$ cat config.mk
export PLATFORM = sky130hd
export DESIGN_NAME = calc_execute_unit_flat
export DESIGN_NICKNAME = d
export VERILOG_FILES = /design/src/rtl/calc_if.sv /design/src/rtl/calc_execute_unit.sv /design/src/flat_wrapper.sv
export SDC_FILE = /design/constraint.sdc
export NUM_CORES = 1
export LEC_CHECK = 0
export CORE_ASPECT_RATIO = 0.6
export CORE_MARGIN = 2
export CORE_UTILIZATION = 35
export CTS_CLUSTER_DIAMETER = 100
export DETAILED_ROUTE_END_ITERATION = 12
export GPL_ROUTABILITY_DRIVEN = 0
export PLACE_DENSITY = 0.53
export SKIP_LAST_GASP = 1
export SYNTH_ARGS = -nofsm -noshare
export SYNTH_HDL_FRONTEND = slang
export SYNTH_SLANG_ARGS = --single-unit
$ cat constraint.sdc
create_clock -name i_Clk -period 10.51 [get_ports i_Clk]
set_input_delay 1.5765 -clock i_Clk [delete_from_list [all_inputs] [get_ports i_Clk]]
set_output_delay 1.5765 -clock i_Clk [all_outputs]
set_load 0.1 [all_outputs]
$ cat src/rtl/calc_if.sv
// Bus between the calculator entry logic and the execute unit: entry word and
// start request in, BCD result digits and status flags out.
interface calc_if;
    logic [18:0] i_Inputs;
    logic        i_Start;
    logic        o_Busy;
    logic        o_Done;
    logic [3:0]  o_Result_Tens;
    logic [3:0]  o_Result_Ones;
    logic        o_Negative;
    logic        o_Overflow;
    logic        o_Div_Zero;
    logic        o_Invalid;

    // Start is a single-cycle request, honoured only while o_Busy is low; o_Done
    // pulses for one cycle when the digits and flags take their new values.
    modport master (
        output i_Inputs, i_Start,
        input  o_Busy, o_Done, o_Result_Tens, o_Result_Ones,
        input  o_Negative, o_Overflow, o_Div_Zero, o_Invalid
    );

    modport slave (
        input  i_Inputs, i_Start,
        output o_Busy, o_Done, o_Result_Tens, o_Result_Ones,
        output o_Negative, o_Overflow, o_Div_Zero, o_Invalid
    );
endinterface

$ cat src/rtl/calc_execute_unit.sv
// Calculator execute stage: BCD operands to binary, sequential add/sub/mul/div,
// double-dabble back to two BCD digits, with overflow/div-zero/invalid flags.
module calc_execute_unit (
    input  logic   i_Clk,
    input  logic   i_Reset,
    calc_if.slave  bus
);
    typedef enum logic [2:0] {S_IDLE, S_CONVERT, S_COMPUTE, S_BCD, S_DONE} state_e;

    localparam logic [2:0] OP_ADD = 3'b001;
    localparam logic [2:0] OP_SUB = 3'b010;
    localparam logic [2:0] OP_MUL = 3'b011;
    localparam logic [2:0] OP_DIV = 3'b100;

    state_e      state_q, state_d;
    logic [18:0] inputs_q, inputs_d;
    logic [2:0]  op_q, op_d;
    logic [6:0]  a_q, a_d, b_q, b_d;
    logic [2:0]  cnt_q, cnt_d;
    logic [13:0] acc_q, acc_d, mcand_q, mcand_d;
    logic [6:0]  rem_q, rem_d;
    logic        neg_q, neg_d;
    logic [7:0]  bcd_q, bcd_d;
    logic [6:0]  bin_q, bin_d;
    logic [3:0]  tens_q, tens_d, ones_q, ones_d;
    logic        neg_out_q, neg_out_d, ovf_q, ovf_d, dz_q, dz_d, inv_q, inv_d;

    logic [6:0]  a_bin, b_bin;
    logic        digit_bad, op_bad, finish;
    logic [7:0]  rem_sh;
    logic [3:0]  tens_adj, ones_adj;

    assign a_bin = 7'(inputs_q[18:15]) * 7'd10 + 7'(inputs_q[14:11]);
    assign b_bin = 7'(inputs_q[7:4]) * 7'd10 + 7'(inputs_q[3:0]);
    assign digit_bad = (inputs_q[18:15] > 4'd9) || (inputs_q[14:11] > 4'd9) ||
                       (inputs_q[7:4] > 4'd9) || (inputs_q[3:0] > 4'd9);
    assign op_bad = (inputs_q[10:8] < OP_ADD) || (inputs_q[10:8] > OP_DIV);
    assign rem_sh = {rem_q, a_q[6]};
    assign tens_adj = (bcd_q[7:4] >= 4'd5) ? bcd_q[7:4] + 4'd3 : bcd_q[7:4];
    assign ones_adj = (bcd_q[3:0] >= 4'd5) ? bcd_q[3:0] + 4'd3 : bcd_q[3:0];

    always_comb begin
        state_d   = state_q;
        inputs_d  = inputs_q;
        op_d      = op_q;
        a_d       = a_q;
        b_d       = b_q;
        cnt_d     = cnt_q;
        acc_d     = acc_q;
        mcand_d   = mcand_q;
        rem_d     = rem_q;
        neg_d     = neg_q;
        bcd_d     = bcd_q;
        bin_d     = bin_q;
        tens_d    = tens_q;
        ones_d    = ones_q;
        neg_out_d = neg_out_q;
        ovf_d     = ovf_q;
        dz_d      = dz_q;
        inv_d     = inv_q;
        finish    = 1'b0;
        case (state_q)
            S_IDLE: begin
                if (bus.i_Start) begin
                    inputs_d = bus.i_Inputs;
                    state_d  = S_CONVERT;
                end
            end
            S_CONVERT: begin
                op_d    = inputs_q[10:8];
                a_d     = a_bin;
                b_d     = b_bin;
                cnt_d   = 3'd0;
                acc_d   = 14'd0;
                rem_d   = 7'd0;
                mcand_d = 14'(a_bin);
                neg_d   = 1'b0;
                if (digit_bad || op_bad || (inputs_q[10:8] == OP_DIV && b_bin == 7'd0)) begin
                    tens_d    = 4'd0;
                    ones_d    = 4'd0;
                    neg_out_d = 1'b0;
                    ovf_d     = 1'b0;
                    inv_d     = digit_bad || op_bad;
                    dz_d      = !(digit_bad || op_bad);
                    state_d   = S_DONE;
                end else begin
                    state_d = S_COMPUTE;
                end
            end
            S_COMPUTE: begin
                cnt_d = cnt_q + 3'd1;
                case (op_q)
                    OP_ADD: begin
                        acc_d  = 14'(a_q) + 14'(b_q);
                        finish = 1'b1;
                    end
                    OP_SUB: begin
                        neg_d  = (a_q < b_q);
                        acc_d  = (a_q < b_q) ? 14'(b_q - a_q) : 14'(a_q - b_q);
                        finish = 1'b1;
                    end
                    OP_MUL: begin
                        if (b_q[0]) acc_d = acc_q + mcand_q;
                        mcand_d = mcand_q << 1;
                        b_d     = b_q >> 1;
                        finish  = (cnt_q == 3'd6);
                    end
                    default: begin
                        // Restoring division: dividend bits enter the remainder MSB first.
                        if (rem_sh >= {1'b0, b_q}) begin
                            rem_d = 7'(rem_sh - {1'b0, b_q});
                            acc_d = {acc_q[12:0], 1'b1};
                        end else begin
                            rem_d = rem_sh[6:0];
                            acc_d = {acc_q[12:0], 1'b0};
                        end
                        a_d    = a_q << 1;
                        finish = (cnt_q == 3'd6);
                    end
                endcase
                if (finish) begin
                    cnt_d = 3'd0;
                    if (acc_d > 14'd99) begin
                        tens_d    = 4'd0;
                        ones_d    = 4'd0;
                        neg_out_d = 1'b0;
                        ovf_d     = 1'b1;
                        dz_d      = 1'b0;
                        inv_d     = 1'b0;
                        state_d   = S_DONE;
                    end else begin
                        bin_d   = acc_d[6:0];
                        bcd_d   = 8'd0;
                        state_d = S_BCD;
                    end
                end
            end
            S_BCD: begin
                bcd_d = {tens_adj[2:0], ones_adj, bin_q[6]};
                bin_d = bin_q << 1;
                cnt_d = cnt_q + 3'd1;
                if (cnt_q == 3'd6) begin
                    tens_d    = bcd_d[7:4];
                    ones_d    = bcd_d[3:0];
                    neg_out_d = neg_q;
                    ovf_d     = 1'b0;
                    dz_d      = 1'b0;
                    inv_d     = 1'b0;
                    state_d   = S_DONE;
                end
            end
            S_DONE: state_d = S_IDLE;
            default: state_d = S_IDLE;
        endcase
    end

    always_ff @(posedge i_Clk) begin
        if (i_Reset) begin
            state_q   <= S_IDLE;
            inputs_q  <= '0;
            op_q      <= '0;
            a_q       <= '0;
            b_q       <= '0;
            cnt_q     <= '0;
            acc_q     <= '0;
            mcand_q   <= '0;
            rem_q     <= '0;
            neg_q     <= 1'b0;
            bcd_q     <= '0;
            bin_q     <= '0;
            tens_q    <= '0;
            ones_q    <= '0;
            neg_out_q <= 1'b0;
            ovf_q     <= 1'b0;
            dz_q      <= 1'b0;
            inv_q     <= 1'b0;
        end else begin
            state_q   <= state_d;
            inputs_q  <= inputs_d;
            op_q      <= op_d;
            a_q       <= a_d;
            b_q       <= b_d;
            cnt_q     <= cnt_d;
            acc_q     <= acc_d;
            mcand_q   <= mcand_d;
            rem_q     <= rem_d;
            neg_q     <= neg_d;
            bcd_q     <= bcd_d;
            bin_q     <= bin_d;
            tens_q    <= tens_d;
            ones_q    <= ones_d;
            neg_out_q <= neg_out_d;
            ovf_q     <= ovf_d;
            dz_q      <= dz_d;
            inv_q     <= inv_d;
        end
    end

    assign bus.o_Busy        = (state_q != S_IDLE);
    assign bus.o_Done        = (state_q == S_DONE);
    assign bus.o_Result_Tens = tens_q;
    assign bus.o_Result_Ones = ones_q;
    assign bus.o_Negative    = neg_out_q;
    assign bus.o_Overflow    = ovf_q;
    assign bus.o_Div_Zero    = dz_q;
    assign bus.o_Invalid     = inv_q;
endmodule

$ cat src/flat_wrapper.sv
// flat-port wrapper written by rule: the top's interface ports become plain ports
module calc_execute_unit_flat 
  (i_Clk, i_Reset, bus_i_Inputs, bus_i_Start, bus_o_Busy, bus_o_Done, bus_o_Result_Tens, bus_o_Result_Ones, bus_o_Negative, bus_o_Overflow, bus_o_Div_Zero, bus_o_Invalid);
  calc_if bus_i ();
  input  logic i_Clk;
  input  logic i_Reset;
  input wire logic [$bits(bus_i.i_Inputs)-1:0] bus_i_Inputs;
  input wire logic [$bits(bus_i.i_Start)-1:0] bus_i_Start;
  output wire logic [$bits(bus_i.o_Busy)-1:0] bus_o_Busy;
  output wire logic [$bits(bus_i.o_Done)-1:0] bus_o_Done;
  output wire logic [$bits(bus_i.o_Result_Tens)-1:0] bus_o_Result_Tens;
  output wire logic [$bits(bus_i.o_Result_Ones)-1:0] bus_o_Result_Ones;
  output wire logic [$bits(bus_i.o_Negative)-1:0] bus_o_Negative;
  output wire logic [$bits(bus_i.o_Overflow)-1:0] bus_o_Overflow;
  output wire logic [$bits(bus_i.o_Div_Zero)-1:0] bus_o_Div_Zero;
  output wire logic [$bits(bus_i.o_Invalid)-1:0] bus_o_Invalid;
  assign bus_i.i_Inputs = bus_i_Inputs;
  assign bus_i.i_Start = bus_i_Start;
  assign bus_o_Busy = bus_i.o_Busy;
  assign bus_o_Done = bus_i.o_Done;
  assign bus_o_Result_Tens = bus_i.o_Result_Tens;
  assign bus_o_Result_Ones = bus_i.o_Result_Ones;
  assign bus_o_Negative = bus_i.o_Negative;
  assign bus_o_Overflow = bus_i.o_Overflow;
  assign bus_o_Div_Zero = bus_i.o_Div_Zero;
  assign bus_o_Invalid = bus_i.o_Invalid;
  calc_execute_unit u_core (.i_Clk(i_Clk), .i_Reset(i_Reset), .bus(bus_i));
endmodule
Word level (Yosys, flattened, before mapping)
Index checks and enable logic that the tools add are counted.
{ "word_totals": {"register_bits": 105, "latch_bits": 0, "ram_bits": 0, "mem_bits_ro": 0, "in_bits": 22, "out_inout_bits": 14, "wordCells": 137, "memories": 0} }
{ "classes": {"addsub": 10, "multipliers": 2, "div": 0, "magnitude_cmp": 11, "n_eq_ne": 18, "n_shift": 0, "mux": 55, "bitwise_logic": 0, "reduce_logical": 23} }
{ "ops": {"columns": ["operator", "count"], "rows": [
  ["$mux 14", 4],
  ["$pmux 14 s2", 2],
  ["$pmux 7 s2", 4],
  ["$mux 7", 6],
  ["$pmux 14 s3", 1],
  ["$mux 4", 6],
  ["$pmux 4 s3", 2],
  ["$mux 3", 7],
  ["$gt 4x4->1 const B", 4],
  ["$mux 8", 2],
  ["$pmux 8 s2", 1],
  ["$sub 7x7->8", 2],
  ["$add 14x14->14", 1],
  ["$add 7x4->7", 2],
  ["$gt 14x7->1 const B", 1],
  ["$mux 1", 13],
  ["$eq 3x2->1 const B", 4],
  ["$mul 4x3->6 const B", 2],
  ["$pmux 1 s3", 4],
  ["$pmux 3 s4", 1],
  ["$ne 2x2->1 const B", 5],
  ["$eq 3x3->1 const B", 3],
  ["$pmux 3 s3", 1],
  ["$add 7x7->8", 1],
  ["24 further kinds", 40]
]} }

Logic depth before layout (Yosys ltp)
Gate-level depths: netlist (run 1).
{ "logic_depth": {"word_depth": 8, "depth_mapped": 16, "mapped_depth_nobuf": 14} }

Worst setup path before layout (run 1)
Ideal clock, no wire load.
{ "synth_path": {"path_kind": "register to register", "startpoint": "register u_core.b_q[1]", "endpoint": "register u_core.bin_q[5]", "setup_ps": 88, "t_arrival_ps": 3249, "required_time_ps": 10422, "path_slack_ps": 7173, "path_stages_with_launch": 14, "n_path_buf": 1, "period_less_slack_ps": 3337, "cell_sequence": "dfxtp_1 -> inv_1 -> fa_1 -> a211oi_2 -> o21a_1 -> o21ai_2 -> a2111o_1 -> a31oi_4 -> a221oi_1 -> o21a_1 -> a41oi_1 -> nor2_1 -> buf_6 -> a311oi_2"} }
{ "synth_via": {"elab_chain_len": 7, "elab_cells_between_ends": 15, "cone_classes": "add/sub (3); order compare (3); eq/ne (1); mux (7); reduce/logical (1)"} }
{ "synth_lines": {"columns": ["item", "line_no", "rtl"], "rows": [
  ["start, declared", "calc_execute_unit.sv:18", "logic [6:0] a_q, a_d, b_q, b_d;"],
  ["start signal, assigned", "calc_execute_unit.sv:163", "b_q <= '0;"],
  ["start signal, assigned", "calc_execute_unit.sv:182", "b_q <= b_d;"],
  ["$sub 7x7->8, or another cell as far along", "calc_execute_unit.sv:99", "acc_d = (a_q < b_q) ? 14'(b_q - a_q) : 14'(a_q - b_q);"],
  ["$mux 14 / $mux 1 (equally long branches)", "calc_execute_unit.sv:99, calc_execute_unit.sv:110", null],
  ["$pmux 14 s3 *", "calc_execute_unit.sv:92", "case (op_q)"],
  ["$mux 14 *", "calc_execute_unit.sv:62", "case (state_q)"],
  ["$gt 14x7->1 / $mux 7 (equally long branches)", "calc_execute_unit.sv:123", "if (acc_d > 14'd99) begin"],
  ["$ne 2x2->1 (no source line) / $mux 7 (equally long branches)", null, null],
  ["$reduce_and 3->1 (no source line) / $pmux 7 s2 (equally long branches)", null, null],
  ["end signal, assigned", "calc_execute_unit.sv:189", "bin_q <= bin_d;"],
  ["end, declared", "calc_execute_unit.sv:24", "logic [6:0] bin_q, bin_d;"]
]} }
Mark *: on every way between the ends. The rest lies on a longest branch, timed or not. The select of a mux whose other input is x is not followed.
A chain may end at the register's enable or synchronous reset.

Worst setup path in the final report (run 1)
{ "layout_path": {"startpoint": "register u_core.b_q[0]", "endpoint": "register u_core.bin_q[0]"} }
The elaborated chain is that of the path after synthesis.

==> results of run 1 <==
per-layer routing:
metal / up-vias / share of wire [%] / GRT usage (%)
li1: 3352 / - / -
met1: 3110 / 55 / 33.1
met2: 234 / 35 / 25.7
met3: 16 / 8.7 / 6.39
met4: 0 / 1.2 / 4.70
met5: - / 0 / 0
cells by family after synthesis:
logic type,synth area share (%)
AOI/OAI and AO/OA,26.5
xor gates and xnor gates,2.87
adders and majority gates,12.6
buffers and inverters,5.27
DFF,28.7
muxes,2.84
and+or+nand+nor,21.2
synth_stat cells, types with 3 or more instances:
cell / number
nand2_1: 137
a21oi_1: 110
dfxtp_1: 105
nor2_1: 79
ha_1: 59
inv_1: 45
clkbuf_1: 38
o21ai_0: 37
nand3_1: 25
nor3_1: 23
a211oi_1: 18
mux2i_1: 17
xnor2_1: 16
a21o_1: 14
nor2b_1: 14
nand2b_1: 10
o211ai_1: 10
a31oi_1: 9
fa_1: 9
a22oi_1: 8
nand4_1: 8
o21a_1: 8
xor2_1: 8
and2_1: 6
and3_1: 6
a221oi_1: 5
a311oi_1: 5
buf_2: 5
nor3b_1: 5
o31ai_1: 5
or4_1: 5
o31ai_2: 4
or3_1: 4
a2111o_1: 3
a2111oi_0: 3
a211o_1: 3
a211oi_2: 3
a221o_1: 3
a41oi_1: 3
buf_6: 3
o21bai_1: 3
o221ai_1: 3
o22ai_1: 3
sequential cells by signal, indices dropped and copies added, names as in the netlist:
signal,count
u_core.b_q,7
u_core.bin_q,7
u_core.rem_q,7
u_core.bcd_q,8
u_core.bus.o_Invalid,1
u_core.mcand_q,14
u_core.acc_q,14
u_core.bus.o_Result_Ones,4
u_core.bus.o_Result_Tens,4
u_core.state_q,3
u_core.a_q,7
u_core.bus.o_Negative,1
u_core.cnt_q,3
u_core.bus.o_Div_Zero,1
u_core.op_q,3
u_core.neg_q,1
u_core.bus.o_Overflow,1
u_core.inputs_q,19
cell type report:
class / instances / area [um^2] / share of cell area (%)
multi-input combinational: 736 / 4840 / 59.5
tap: 273 / 342 / 4.20
sequential: 105 / 2100 / 25.9
clock inverter: 4 / 33.8 / 0.416
timing repair buffer: 42 / 400 / 4.93
inverter: 45 / 169 / 2.08
clock buffer: 12 / 246 / 3.03
power by group through the flow:
stage / clock network [mW] / registers (mW) / logic, mW
after global routing: 0.358 / 0.551 / 1.20
after CTS: 0.343 / 0.539 / 1.08
after global placement: 0 / 0.548 / 1.09
after floorplan: 0 / 0.533 / 0.809
final: 0.332 / 0.540 / 1.10
after detailed placement: 0 / 0.548 / 1.07
worst paths after layout:
kind,to,startpoint,cells past startpoint
worst max register to register,u_core.bin_q[0]$_SDFFE_PP0P_,u_core.b_q[0]$_SDFFE_PP0P_,14
worst min-delay path,u_core.bin_q[4]$_SDFFE_PP0P_,u_core.bin_q[4]$_SDFFE_PP0P_,2
worst min register to register,u_core.bin_q[4]$_SDFFE_PP0P_,u_core.bin_q[4]$_SDFFE_PP0P_,2
worst max-delay path,u_core.bin_q[0]$_SDFFE_PP0P_,u_core.b_q[0]$_SDFFE_PP0P_,14
per-stage QoR:
step                      total power [mW]  std cells  hold WS, ps
final                                 1.97       1217          465
after global routing                  2.11       1217          480
after CTS                             1.96       1217          464
after detailed placement              1.62       1201          452
after global placement                1.63       1201          445
after floorplan                       1.34        935          435
tightest hold or removal path, cell delays in order, from the launching register on:
cell and delay [ps]:
dfxtp_1 310, nand2_1 50, o21ai_0 60
==> results.tsv, run 1 <==
metric	value	unit
syn_area	7310	um^2
ioPinCount	36	
power_frac_seq	27.4	%
syn_nets	1025	
synthCells	935	
rsz0062_at_grt	no	
cts_tree	done	
status	completed	
ys_ff_latch	105	
drtAntennaViolNets	0	
finalSetupTns	0	ps
p_sw_share	48.0	%
dr.pass1.iters	5	
vdd_drop_max	223	uV
n_antenna_cell	0	
cts_made_buffers	9	
antenna_found_initial	0	
grt_overflow	0	
drv_slew	0	
drive_gt1_share	5.40	%
grt_max_degree	66	
die_h	116	um
dp_slack	6060	ps
post-route-period-util	43.5	%
cts_max_path_buffers	2	
crit_path_end_kind	flip-flop	
cts.repair.resized	0	
slowest_delay	810	ps
path_delay_family	compound AO/OA/AOI/OAI gates	
cts_root_buf	clkbuf_16	
synth_top_flop_cell	dfxtp_1	
synth_area_leaders	dfxtp_1 29%, ha_1 10%, a21oi_1 7.5%	
core	20300	um^2
die_x	191	um
cts_hold_buf	0	
yosysWarnings	0	
synth_top_cell_by_area	dfxtp_1	
tightest_slew	1110	ps
crit_chain	buf_4 -> ha_1 -> inv_1 -> fa_1 -> a211oi_2 -> o21ai_0 -> a21oi_1 -> a21oi_1 -> nor3_1 -> o221ai_1 -> o211ai_2 -> a41oi_1 -> nor2_1 -> o21ai_0	
start_util	36.1	%
route.detailed.drc	0	
nets	1029	
clk_pin_slew	80	ps
setup_slack	5940	ps
htree_levels	3	
grt_pass1_vias	6248	
port_buffers	35	
postSynthAreaPerCell	7.82	um^2
crit_slowest_cell	nor2_1	
drv_cap	0	
p_int	1.02	mW
die_area	22100	um^2
hold_violations	0	
routedWlPerCell	18.0	um
critPathKind	flip-flop to flip-flop	
finalCoreUtilization	40.1	%
crit_required	10720	ps
synth_top_area_share	28.7	%
p_per_area	242	nW/um^2
clock_skew	9.22	ps
placed_area	7850	um^2
fill_cells	2127	
period_minus_slack	4570	ps
vias	6712	
async_flop_share	0	%
clkPwrFrac	16.8	%
cts_sinks	105	
p_leak	3.16	nW
cp.arrival	4780	ps
regToRegSetupSlack	5940	ps
cp.buffers_inverters	2	
relSlewSlack	25.8	%
final_common_cell	nand2_1	
setup_viol	0	
grt_pass1_wl	35500	um
cts_setup_buffers	0	
drtIter0Drc	627	
num_rows	40	
max_freq	219	MHz
hold_class	flip-flop to flip-flop	
start_kind	flip-flop	
fin_area	8130	um^2
synth_cell_types	81	
insertion_delay	370	ps
drt-total-wl	21900	um
area_growth	11.1	%
grt_usage	20.7	%
combPwrFrac	55.7	%
p_sw	0.946	mW
via_per_inst	5.52	
synth_seq_area_share	28.7	%
crit_path_max_fanout	14	
final_cell_mix	137 x nand2_1, 110 x a21oi_1, 105 x dfxtp_1	
hpwl	16400	um
synth-edff-count	0	
Power figures use the tool's default switching activity.
==> run 2, diff against run 1 <==
==> constraint.sdc (replaced) <==
create_clock -name i_Clk -period 4.3 [get_ports i_Clk]
set_input_delay 0.645 -clock i_Clk [delete_from_list [all_inputs] [get_ports i_Clk]]
set_output_delay 0.645 -clock i_Clk [all_outputs]
set_load 0.1 [all_outputs]
==> results.tsv, run 2 (synthesized netlist as in run 1, its figures left out) <==
metric	value	unit
hpwl	17000	um
dp.cells	1220	
die_x	191	um
status	completed	
max_freq	252	MHz
cts_hold_buf	0	
drt-total-wl	22300	um
cp.arrival	4230	ps
grt_overflow	0	
cts_max_path_buffers	2	
post-route-period-util	92.3	%
grt_max_degree	66	
finalCoreUtilization	41.1	%
period_minus_slack	3970	ps
drive_gt1_share	7.86	%
cts_tree	done	
regMostFlops	u_core.inputs_q	
crit_path_end_kind	flip-flop	
die_area	22100	um^2
reg_top3	u_core.inputs_q (19), u_core.acc_q (14), u_core.mcand_q (14)	
grt_usage	20.8	%
final_common_cell	nand2_1	
tightest_slew	1130	ps
rsz0062_at_grt	no	
start_kind	flip-flop	
grt_pass1_vias	5973	
clock_skew	14.0	ps
start_util	36.1	%
crit_required	4560	ps
power	4.97	mW
drtIter0Drc	673	
area_growth	14.0	%
power_frac_seq	26.3	%
drtAntennaViolNets	0	
dp_slack	33.3	ps
p_int	2.60	mW
setup_slack	329	ps
vdd_drop_max	422	uV
combPwrFrac	56.6	%
p_sw	2.37	mW
clkPwrFrac	17.1	%
clk_pin_slew	80	ps
htree_levels	3	
routedWlPerCell	17.9	um
core	20300	um^2
p_sw_share	47.8	%
n_antenna_cell	0	
dr.pass1.iters	6	
final_cell_mix	137 x nand2_1, 110 x a21oi_1, 105 x dfxtp_1	
largest_reg_flops	19	
route.detailed.drc	0	
setup_viol	0	
die_h	116	um
post_layout_nonfiller_instances	1240	
hold_class	flip-flop to flip-flop	
p_per_area	596	nW/um^2
cts_made_buffers	9	
crit_path_max_fanout	10	
critPathKind	flip-flop to flip-flop	
ioPinCount	36	
num_rows	40	
cts_sinks	105	
drv_cap	0	
insertion_delay	370	ps
via_per_inst	5.50	
cts_root_buf	clkbuf_16	
hold_violations	0	
nets	1052	
vias	6819	
grt_pass1_wl	35100	um
port_buffers	35	
p_leak	3.28	nW
relSlewSlack	24.7	%
antenna_found_initial	0	
drv_slew	0	
finalSetupTns	0	ps
run 2: final cells by class:
| type | instances | area, um^2 |
|---|---|---|
| fill | 2094 | 11900 |
| inverter | 45 | 169 |
| tap | 273 | 342 |
| clock buffer | 12 | 246 |
| multi-input combinational | 736 | 4840 |
| clock inverter | 4 | 47.5 |
| sequential | 105 | 2100 |
| timing repair buffer | 65 | 586 |
run 2: final timing paths:
| kind | cells past startpoint | from | end | slack, ps |
|---|---|---|---|---|
| min reg2reg | 2 | u_core.bin_q[0]$_SDFFE_PP0P_ | u_core.bin_q[0]$_SDFFE_PP0P_ | 460 |
| min | 2 | u_core.bin_q[0]$_SDFFE_PP0P_ | u_core.bin_q[0]$_SDFFE_PP0P_ | 460 |
| max | 15 | u_core.b_q[0]$_SDFFE_PP0P_ | u_core.bus.o_Div_Zero$_SDFFE_PP0P_ | 330 |
| max reg2reg | 15 | u_core.b_q[0]$_SDFFE_PP0P_ | u_core.bus.o_Div_Zero$_SDFFE_PP0P_ | 330 |
run 2: timing repair:
item                                    in CTS  in global routing
buffers inserted                             0                  4
resized for setup                            0                  2
endpoints found under the setup margin       0                 20
run 2: per-layer routing:
layer | wire, um | GRT usage [%] | up-vias
li1 | - | - | 3399
met2 | 7680 | 24.6 | 264
met3 | 2260 | 7.12 | 11
met1 | 12200 | 34.2 | 3145
met5 | 0 | 0 | -
met4 | 125 | 3.20 | 0
run 2: through the flow:
| step | hold slack, ps | instance area (um^2) |
|---|---|---|
| after floorplan | 435 | 7310 |
| after global placement | 444 | 7990 |
| after detailed placement | 452 | 7990 |
| after CTS | 463 | 8290 |
| after global routing | 484 | 8340 |
| final | 458 | 8340 |
run 2: power groups by stage:
stage	sequential, mW	clock, mW	combinational [mW]
final	1.31	0.851	2.81
after global routing	1.33	0.913	3.09
after CTS	1.30	0.878	2.73
after detailed placement	1.32	0	2.71
after global placement	1.32	0	2.74
after floorplan	1.30	0	1.98
run 2: worst max-delay path, cell delays in order, from the launching register on:
cell and delay, ps:
dfxtp_1 530, ha_1 230, inv_1 60, fa_1 460, a211oi_2 280, o21a_1 210, o211ai_1 140, xor2_1 170
a21oi_1 380, o221ai_1 230, o211ai_2 230, buf_4 160, nand3_4 120, a21oi_4 200, buf_12 140, mux2_2 320
==> run 3, diff against run 2 <==
--- a/config.mk
+++ b/config.mk
@@ -11,6 +11,7 @@
 export CTS_CLUSTER_DIAMETER = 100
 export DETAILED_ROUTE_END_ITERATION = 12
 export GPL_ROUTABILITY_DRIVEN = 0
+export GPL_TIMING_DRIVEN = 0
 export PLACE_DENSITY = 0.53
 export SKIP_LAST_GASP = 1
 export SYNTH_ARGS = -nofsm -noshare
==> results.tsv, run 3 (synthesized netlist as in run 1, its figures left out) <==
metric	value	unit
status	completed	
n_antenna_cell	0	
die_area	22100	um^2
largest_reg_flops	19	
cp.buffers_inverters	4	
grt_pass1_vias	6492	
crit_required	4560	ps
insertion_delay	370	ps
p_leak	3.26	nW
holdPathEnd	u_core.bus.o_Result_Tens[1]$_SDFFE_PP0P_	
r2r_start	u_core.b_q[0]$_SDFFE_PP0P_	
cts_hold_buf	0	
cts_made_buffers	9	
path_delay_family	compound AO/OA/AOI/OAI gates	
cts_sinks	105	
core	20300	um^2
crit_slowest_cell	fa_1	
max_freq	241	MHz
drv_slew	0	
reg_top3	u_core.inputs_q (19), u_core.acc_q (14), u_core.mcand_q (14)	
min_path_cells	2	
num_rows	40	
relSlewSlack	16.3	%
grt_max_degree	19	
finalSetupTns	0	ps
vdd_drop_max	507	uV
ioPinCount	36	
crit_chain	buf_2 -> inv_1 -> ha_1 -> inv_1 -> fa_1 -> nor3b_1 -> a21oi_1 -> o211ai_1 -> xor2_1 -> a21oi_1 -> o221ai_1 -> o211ai_2 -> nand3_4 -> a21oi_4 -> buf_6 -> mux2_4	
crit_path_end_kind	flip-flop	
setup_slack	151	ps
vias	7111	
slowest_delay	480	ps
port_buffers	34	
tightest_slew	1250	ps
clock_skew	10.0	ps
drv_cap	0	
route.detailed.drc	0	
cts_max_path_buffers	2	
hpwl	18800	um
cts_root_buf	clkbuf_16	
start_kind	flip-flop	
drt-total-wl	24100	um
critPathKind	flip-flop to flip-flop	
area_growth	14.4	%
die_h	116	um
p_per_area	612	nW/um^2
final_common_cell	nand2_1	
holdWs	465	ps
post_layout_nonfiller_instances	1259	
die_x	191	um
grt_usage	22.8	%
clk_pin_slew	80	ps
cp.arrival	4410	ps
dr.pass1.iters	7	
nets	1072	
routedWlPerCell	19.1	um
regMostFlops	u_core.inputs_q	
post-route-period-util	96.5	%
ff2ff_path_depth	16	
antenna_found_initial	1	
start_util	36.1	%
rsz0062_at_grt	yes	
via_per_inst	5.65	
dp.cells	1243	
htree_levels	3	
min_from	u_core.bus.o_Result_Tens[1]$_SDFFE_PP0P_	
hold_class	flip-flop to flip-flop	
period_minus_slack	4150	ps
drive_gt1_share	6.09	%
finalCoreUtilization	41.3	%
crit_path_max_fanout	10	
grt_pass1_wl	38200	um
r2r-end	u_core.bus.o_Result_Tens[2]$_SDFFE_PP0P_	
drtAntennaViolNets	0	
hold_violations	0	
setup_viol	0	
final_cell_mix	137 x nand2_1, 107 x a21oi_1, 104 x dfxtp_1	
regToRegSetupSlack	150	ps
drtIter0Drc	739	
cp-startpoint	u_core.b_q[0]$_SDFFE_PP0P_	
grt_overflow	0	
cts_tree	done	
dp_slack	-180	ps
==> run 3: cell count changes in the layout (fill, tap and decap cells not counted), moves of 2 or more <==
cell,before,now
clkbuf_1,2,37
buf_1,0,2
buf_6,0,3
nor2_2,2,0
a21oi_2,0,3
a21oi_1,110,107
nor2_1,77,79
buf_2,0,7
bufinv_16,0,2
buf_4,30,2
==> run 3: worst max path at each step <==
stage                                                to  cells after the start
4_1_cts        u_core.bus.o_Result_Tens[2]$_SDFFE_PP0P_                     16
6_report       u_core.bus.o_Result_Tens[2]$_SDFFE_PP0P_                     16
3_5_place_dp   u_core.bus.o_Result_Tens[2]$_SDFFE_PP0P_                     13
2_1_floorplan              u_core.bin_q[5]$_SDFFE_PP0P_                     13
5_1_grt        u_core.bus.o_Result_Tens[2]$_SDFFE_PP0P_                     16
3_3_place_gp   u_core.bus.o_Result_Tens[2]$_SDFFE_PP0P_                     13
==> run 3: worst reg2reg max path, stage by stage (launching register included) <==
cell and delay (ps):
dfxtp_1 390, buf_2 230, inv_1 200, ha_1 190
inv_1 70, fa_1 480, nor3b_1 190, a21oi_1 140
o211ai_1 110, xor2_1 200, a21oi_1 410, o221ai_1 210
o211ai_2 360, nand3_4 150, a21oi_4 200, buf_6 200
mux2_4 310
==> run 3: metrics by stage <==
step | area [um^2] | total power [mW]
floorplan | 7310 | 3.28
global placement | 8000 | 4.08
detailed placement | 8000 | 4.09
CTS | 8350 | 5.07
global route | 8370 | 5.49
finish | 8370 | 5.12
==> run 3: layer usage <==
layer,up-vias,GRT usage (%),routed length (um)
met4,0,4.24,217
met2,256,28.3,8390
met5,-,0,0
met3,14,5.91,2360
li1,3448,-,-
met1,3393,37.5,13100
==> run 3: layout make-up <==
| cell class | instances | area [um^2] |
|---|---|---|
| Fill cell | 2102 | 11900 |
| Multi-Input combinational cell | 736 | 4850 |
| Sequential cell | 105 | 2100 |
| Timing Repair Buffer | 36 | 353 |
| Tap cell | 273 | 342 |
| Clock buffer | 10 | 239 |
| Buffer | 49 | 218 |
| Inverter | 45 | 169 |
| Clock inverter | 5 | 93.8 |
==> run 3: timing repair <==
action | CTS | global route
pin swaps | 0 | 1
buffers inserted | 0 | 1
resized for setup | 3 | 5
setup endpoints to repair | 24 | 25
==> run 3: report_power, final <==
part	leakage [nW]	internal, mW	total [mW]	switching [mW]
registers	0.852	1.12	1.32	0.199
clock network	0.165	0.536	0.952	0.416
logic	2.24	1.00	2.85	1.85
total	3.26	2.66	5.12	2.46
==> edit 1, RTL diff (config.mk and constraints of run 3) <==
Encoding of `state_e`: now one-hot (5 bits for 5 states).
--- a/src/rtl/calc_execute_unit.sv
+++ b/src/rtl/calc_execute_unit.sv
@@ -6,5 +6,5 @@
     calc_if.slave  bus
 );
-    typedef enum logic [2:0] {S_IDLE, S_CONVERT, S_COMPUTE, S_BCD, S_DONE} state_e;
+    typedef enum logic [4:0] {S_IDLE = 5'b00001, S_CONVERT = 5'b00010, S_COMPUTE = 5'b00100, S_BCD = 5'b01000, S_DONE = 5'b10000} state_e;
 
     localparam logic [2:0] OP_ADD = 3'b001;
Function: same outputs for any inputs over 10 cycles, from zero or initial values and one cycle with i_Reset high; not proved beyond that.
==> edit 1 against run 3 <==
Sequential cell count up 2. Worst setup slack better by 0.062 ns. Routed wire length down 1.8%. Count of clock-buffer cells in the layout up 1. Global-route usage down 1.2 points. Design area down 0.15%. Die area up 0.63%. Core utilization down 1.2 points. Area after synthesis up 0.65%. Clock skew down 0.0040 ns. Critical endpoint is now u_core.bus.o_Result_Ones[2]$_SDFFE_PP0P_.
Power is not compared: it rests on default switching activity, and its combinational part moved more than twofold at a synthesized area within 25%.
==> edit 1: results <==
metrics = {
    "grt": {
        "grt_pass1_wl_um": 36700,
        "grt_max_degree": 17,
        "grt_pass1_vias": 6219,
        "globalRouteTotalUtil": 0.216,
        "grt_antenna_before_repair": 0,
    },
    "placed_design": {
        "dp_slack_ns": 0.207,
        "placed_cell_area_mm2": 0.00805,
        "placed_cells": 1248,
        "dp_hpwl_um": 18700,
        "io_buffers": 34,
    },
    "worst_setup_path": {
        "cpMaxStageDelayCell": "dfxtp_1",
        "cpPeakStageDelay_ns": 0.59,
        "crit_family": "compound AO/OA/AOI/OAI gates",
        "cp.arrival_ns": 4.34,
        "cp_max_fo": 10,
        "startpoint": "u_core.b_q[1]$_SDFFE_PP0P_",
    },
    "synth": {
        "synth_area_per_cell_um2": 7.87,
        "synth_cell_types": 82,
        "yosysSeqAreaShare": 0.291,
        "synth_area_leaders": "dfxtp_1 29%, ha_1 10%, a21oi_1 6.8%",
        "yosys-top-cells-count": "132 x nand2_1, 107 x dfxtp_1, 100 x a21oi_1",
        "synth_ff_type": "dfxtp_1",
        "syn_nets": 1025,
    },
    "routing": {
        "vias_per_cell": 5.51,
        "drtIter0Drc": 694,
        "firstDrtPassIters": 5,
        "wl_per_cell_um": 18.7,
        "wirelength_um": 23700,
    },
    "timing": {
        "finalClockSkew_ns": 0.00598,
        "maxSlewHeadroom": 0.115,
    },
    "pwr": {
        "combPwrFrac": 0.177,
        "p_leak_nw": 3.11,
    },
    "status": {
        "status": "complete, no violations",
    },
    "clock_network": {
        "clockBufferDepth": 2,
        "htree_num_levels": 3,
        "cts.clk_slew.worst_paths_ns": 0.07,
        "cts-root-buf": "clkbuf_16",
    },
    "finish": {
        "reg.largest.list": "u_core.inputs_q (19), u_core.acc_q (14), u_core.mcand_q (14)",
        "n_fill_cell": 2233,
        "nNetsFinal": 1070,
        "drive_above_1_share": 0.0548,
    },
    "worst_hold_path": {
        "min_path_type": "register to register",
        "worstHoldStart": "u_core.bus.o_Div_Zero$_SDFFE_PP0P_",
    },
}
==> edit 1: cell count changes after synthesis, sizes merged, moves of 5 or more <==
cell           run 3  this run
a31oi             10         5
o31ai              9         0
a21oi            111       103
clkbuf            38        43
buf               11         5
o21ai             39        47
nand2            137       132
a22o               1         6
nand3             26        34
nor2              79        84
nor3              24        16
mux2i             17         8
==> edit 1: worst paths after layout <==
path	slack, ns	cells past startpoint	endpoint
min	0.46	1	u_core.bus.o_Div_Zero$_SDFFE_PP0P_
max	0.21	14	u_core.bus.o_Result_Ones[2]$_SDFFE_PP0P_
max reg2reg	0.21	14	u_core.bus.o_Result_Ones[2]$_SDFFE_PP0P_
min reg2reg	0.46	1	u_core.bus.o_Div_Zero$_SDFFE_PP0P_
==> edit 1: what timing repair did <==
item                       CTS  global route
resized for setup            0             2
hold endpoints to repair     0             0
setup endpoints to repair    0            11
==> edit 1: cell type report <==
type	count	area, um^2	area share
Inverter	43	161	0.0193
Multi-Input combinational cell	737	4880	0.584
Timing Repair Buffer	34	340	0.0407
Sequential cell	107	2140	0.256
Tap cell	279	349	0.0418
Clock inverter	5	52.6	0.00629
Clock buffer	11	243	0.0290
Buffer	48	190	0.0228
==> edit 1: logic make-up (layout without fill, tap and decap cells) <==
group | after synthesis | after routing | synth area share
compound gates | 284 | 284 | 0.266
xor+xnor | 27 | 27 | 0.0321
fa+ha+maj | 68 | 68 | 0.125
buf+inv | 91 | 141 | 0.0478
flops | 107 | 107 | 0.291
mux | 15 | 15 | 0.0216
simple gates | 343 | 343 | 0.217
==> edit 1: routing by layer <==
layer  vias to the layer above  GRT usage  wire length, um
met5                         -          0                0
met3                        12     0.0466             1510
li1                       3442          -                -
met1                      3311      0.357            13400
met2                       200      0.281             8680
met4                         0     0.0262              114
==> edit 2, RTL diff (config.mk and constraints of run 3) <==
Without the edit above. Take the reset off `a_q` and `b_q` and load them in a clocked block of their own.
--- a/src/rtl/calc_execute_unit.sv
+++ b/src/rtl/calc_execute_unit.sv
@@ -160,6 +160,4 @@
             inputs_q  <= '0;
             op_q      <= '0;
-            a_q       <= '0;
-            b_q       <= '0;
             cnt_q     <= '0;
             acc_q     <= '0;
@@ -179,6 +177,4 @@
             inputs_q  <= inputs_d;
             op_q      <= op_d;
-            a_q       <= a_d;
-            b_q       <= b_d;
             cnt_q     <= cnt_d;
             acc_q     <= acc_d;
@@ -197,4 +193,9 @@
     end
 
+    always_ff @(posedge i_Clk) begin
+        a_q <= a_d;
+        b_q <= b_d;
+    end
+
     assign bus.o_Busy        = (state_q != S_IDLE);
     assign bus.o_Done        = (state_q == S_DONE);
Function: no difference found for any inputs over 10 cycles, from zero or initial values and one cycle with i_Reset high; that may be too few to reach the edited logic, so the function may still have changed.
==> edit 2 against run 3 <==
Routed wire length down 6.2%. Critical endpoint unchanged. Design area decreased by 0.21%. Core utilization barely moved. Largest cell class unchanged. Area after synthesis shrank 0.29%. Sequential cell count stayed put. Via count shrank 6.9%. Clock power shrank 5.0%. Total power increased by 7.7%. Worst setup slack improved by 0.16 ns. Combinational power increased by 12%. Maximum frequency increased by 4.0%.
==> edit 2: results <==
metrics = {
    "status": {
        "status": "complete, no violations",
    },
    "timing": {
        "maxSlewHeadroom": 0.340,
        "finalClockSkew_ns": 0.0107,
        "setup_tns_ns": 0,
        "worst_hold_slack_ns": 0.473,
    },
    "placed_design": {
        "placed_cell_area_mm2": 0.00798,
        "io_buffers": 34,
        "dp_hpwl_um": 17500,
        "dp_slack_ns": -0.0869,
    },
    "clock_network": {
        "htree_num_levels": 3,
        "cts_buffers": 9,
        "cts-root-buf": "clkbuf_16",
    },
    "routing": {
        "wl_per_cell_um": 18.4,
        "firstDrtPassIters": 7,
        "vias": 6619,
        "wirelength_um": 22600,
        "met3_wirelength_um": 1830,
        "drtIter0Drc": 541,
        "met1_length_um": 12500,
        "wl_met2_um": 8150,
        "routed.top_layer": "met4",
    },
    "finish": {
        "nNetsFinal": 1039,
        "drive_above_1_share": 0.0556,
        "antennaDiodeCount": 0,
    },
    "worst_setup_path": {
        "cp.arrival_ns": 4.25,
        "cpMaxStageDelayCell": "edfxtp_1",
        "worstReg2RegStart": "u_core.b_q[0]$_DFFE_PP_",
        "cpPeakStageDelay_ns": 0.42,
        "crit_family": "compound AO/OA/AOI/OAI gates",
        "crit_end": "u_core.bus.o_Result_Tens[2]$_SDFFE_PP0P_",
    },
    "grt": {
        "grt_pass1_wl_um": 35600,
        "grt_pass1_vias": 6158,
        "grt_max_degree": 19,
        "globalRouteTotalUtil": 0.213,
        "grt_antenna_before_repair": 0,
    },
    "synth": {
        "synth_edf_count": 14,
        "yosys.area_share.xor_xnor": 0.0300,
        "synthCells": 901,
        "syn_nets": 991,
        "yosys-top-cells-count": "119 x nand2_1, 102 x a21oi_1, 91 x dfxtp_1",
        "muxShareOfSynthArea": 0.0379,
        "synth_fa_ha_area_frac": 0.126,
        "synth_area_leaders": "dfxtp_1 25%, ha_1 10%, a21oi_1 7.0%",
        "synth_compound_area_frac": 0.242,
        "synth_cell_types": 79,
        "yosysSeqAreaShare": 0.307,
        "ys_warn_count": 0,
    },
    "pwr": {
        "p_leak_nw": 3.28,
        "worst_ir_drop_vdd_mv": 0.450,
        "switching_share": 0.488,
    },
    "worst_hold_path": {
        "min_path_type": "register to register",
    },
}
## edit 2: cell count changes after synthesis, moves of 5 or more
cell,run 3,this run
edfxtp_1,0,14
a21oi_1,110,102
nand2b_1,10,17
a21o_1,14,20
and3_1,6,1
nand2_1,137,119
dfxtp_1,105,91
inv_1,45,39
clkbuf_1,38,33
nor2b_1,14,27
nand3_1,25,32
nor3_1,23,16
nand3b_1,0,7
a211oi_1,18,9
## edit 2: repair_timing
| action | in CTS | in global routing |
|---|---|---|
| setup endpoints to repair | 4 | 22 |
| pin swaps | 0 | 3 |
| buffers inserted | 2 | 2 |
| resized for setup | 0 | 6 |
## edit 2: area by class of cell
cell class | instances | area (um^2)
Buffer | 43 | 193
Timing Repair Buffer | 38 | 370
Clock inverter | 6 | 71.3
Clock buffer | 10 | 239
Inverter | 39 | 150
Fill cell | 2128 | 11900
Tap cell | 273 | 342
Sequential cell | 105 | 2240
Multi-Input combinational cell | 713 | 4740
## edit 2: worst min-delay path by stage
stage                                                 from                               end  slack (ns)  cells after the start
after CTS                 u_core.inputs_q[14]$_SDFFE_PP0P_  u_core.inputs_q[14]$_SDFFE_PP0P_        0.48                      2
after global placement     u_core.inputs_q[8]$_SDFFE_PP0P_   u_core.inputs_q[8]$_SDFFE_PP0P_        0.46                      2
after detailed placement    u_core.mcand_q[8]$_SDFFE_PP0P_    u_core.mcand_q[9]$_SDFFE_PP0P_        0.47                      2
after floorplan           u_core.inputs_q[11]$_SDFFE_PP0P_    u_core.mcand_q[0]$_SDFFE_PP0P_        0.44                      2
after global routing          u_core.bcd_q[7]$_SDFFE_PP0P_      u_core.bcd_q[7]$_SDFFE_PP0P_        0.50                      1
final                       u_core.mcand_q[8]$_SDFFE_PP0P_    u_core.mcand_q[9]$_SDFFE_PP0P_        0.47                      2
## edit 2: power groups by stage
stage / sequential, W / clock [W] / combinational [W]
after floorplan: 0.00142 / 0 / 0.00223
after global placement: 0.00146 / 0 / 0.00304
after detailed placement: 0.00147 / 0 / 0.00305
after CTS: 0.00143 / 0.000917 / 0.00310
after global routing: 0.00146 / 0.000957 / 0.00353
final: 0.00143 / 0.000904 / 0.00318
## edit 2: worst register-to-register path, delay by kind of cell, from the launching register on
kind,cells,cell delay (ns)
AO/OA/AOI/OAI,8,1.86
buffers and inverters,4,0.64
adder cells (fa/ha/maj),2,0.59
flip-flops,1,0.42
multiplexers,1,0.31
AND/OR/NAND/NOR,1,0.07
## edit 2: per-layer routing
layer / GRT usage / up-vias
met5: 0 / -
met4: 0.0362 / 0
met3: 0.0548 / 13
met2: 0.276 / 202
met1: 0.343 / 3082
li1: - / 3322
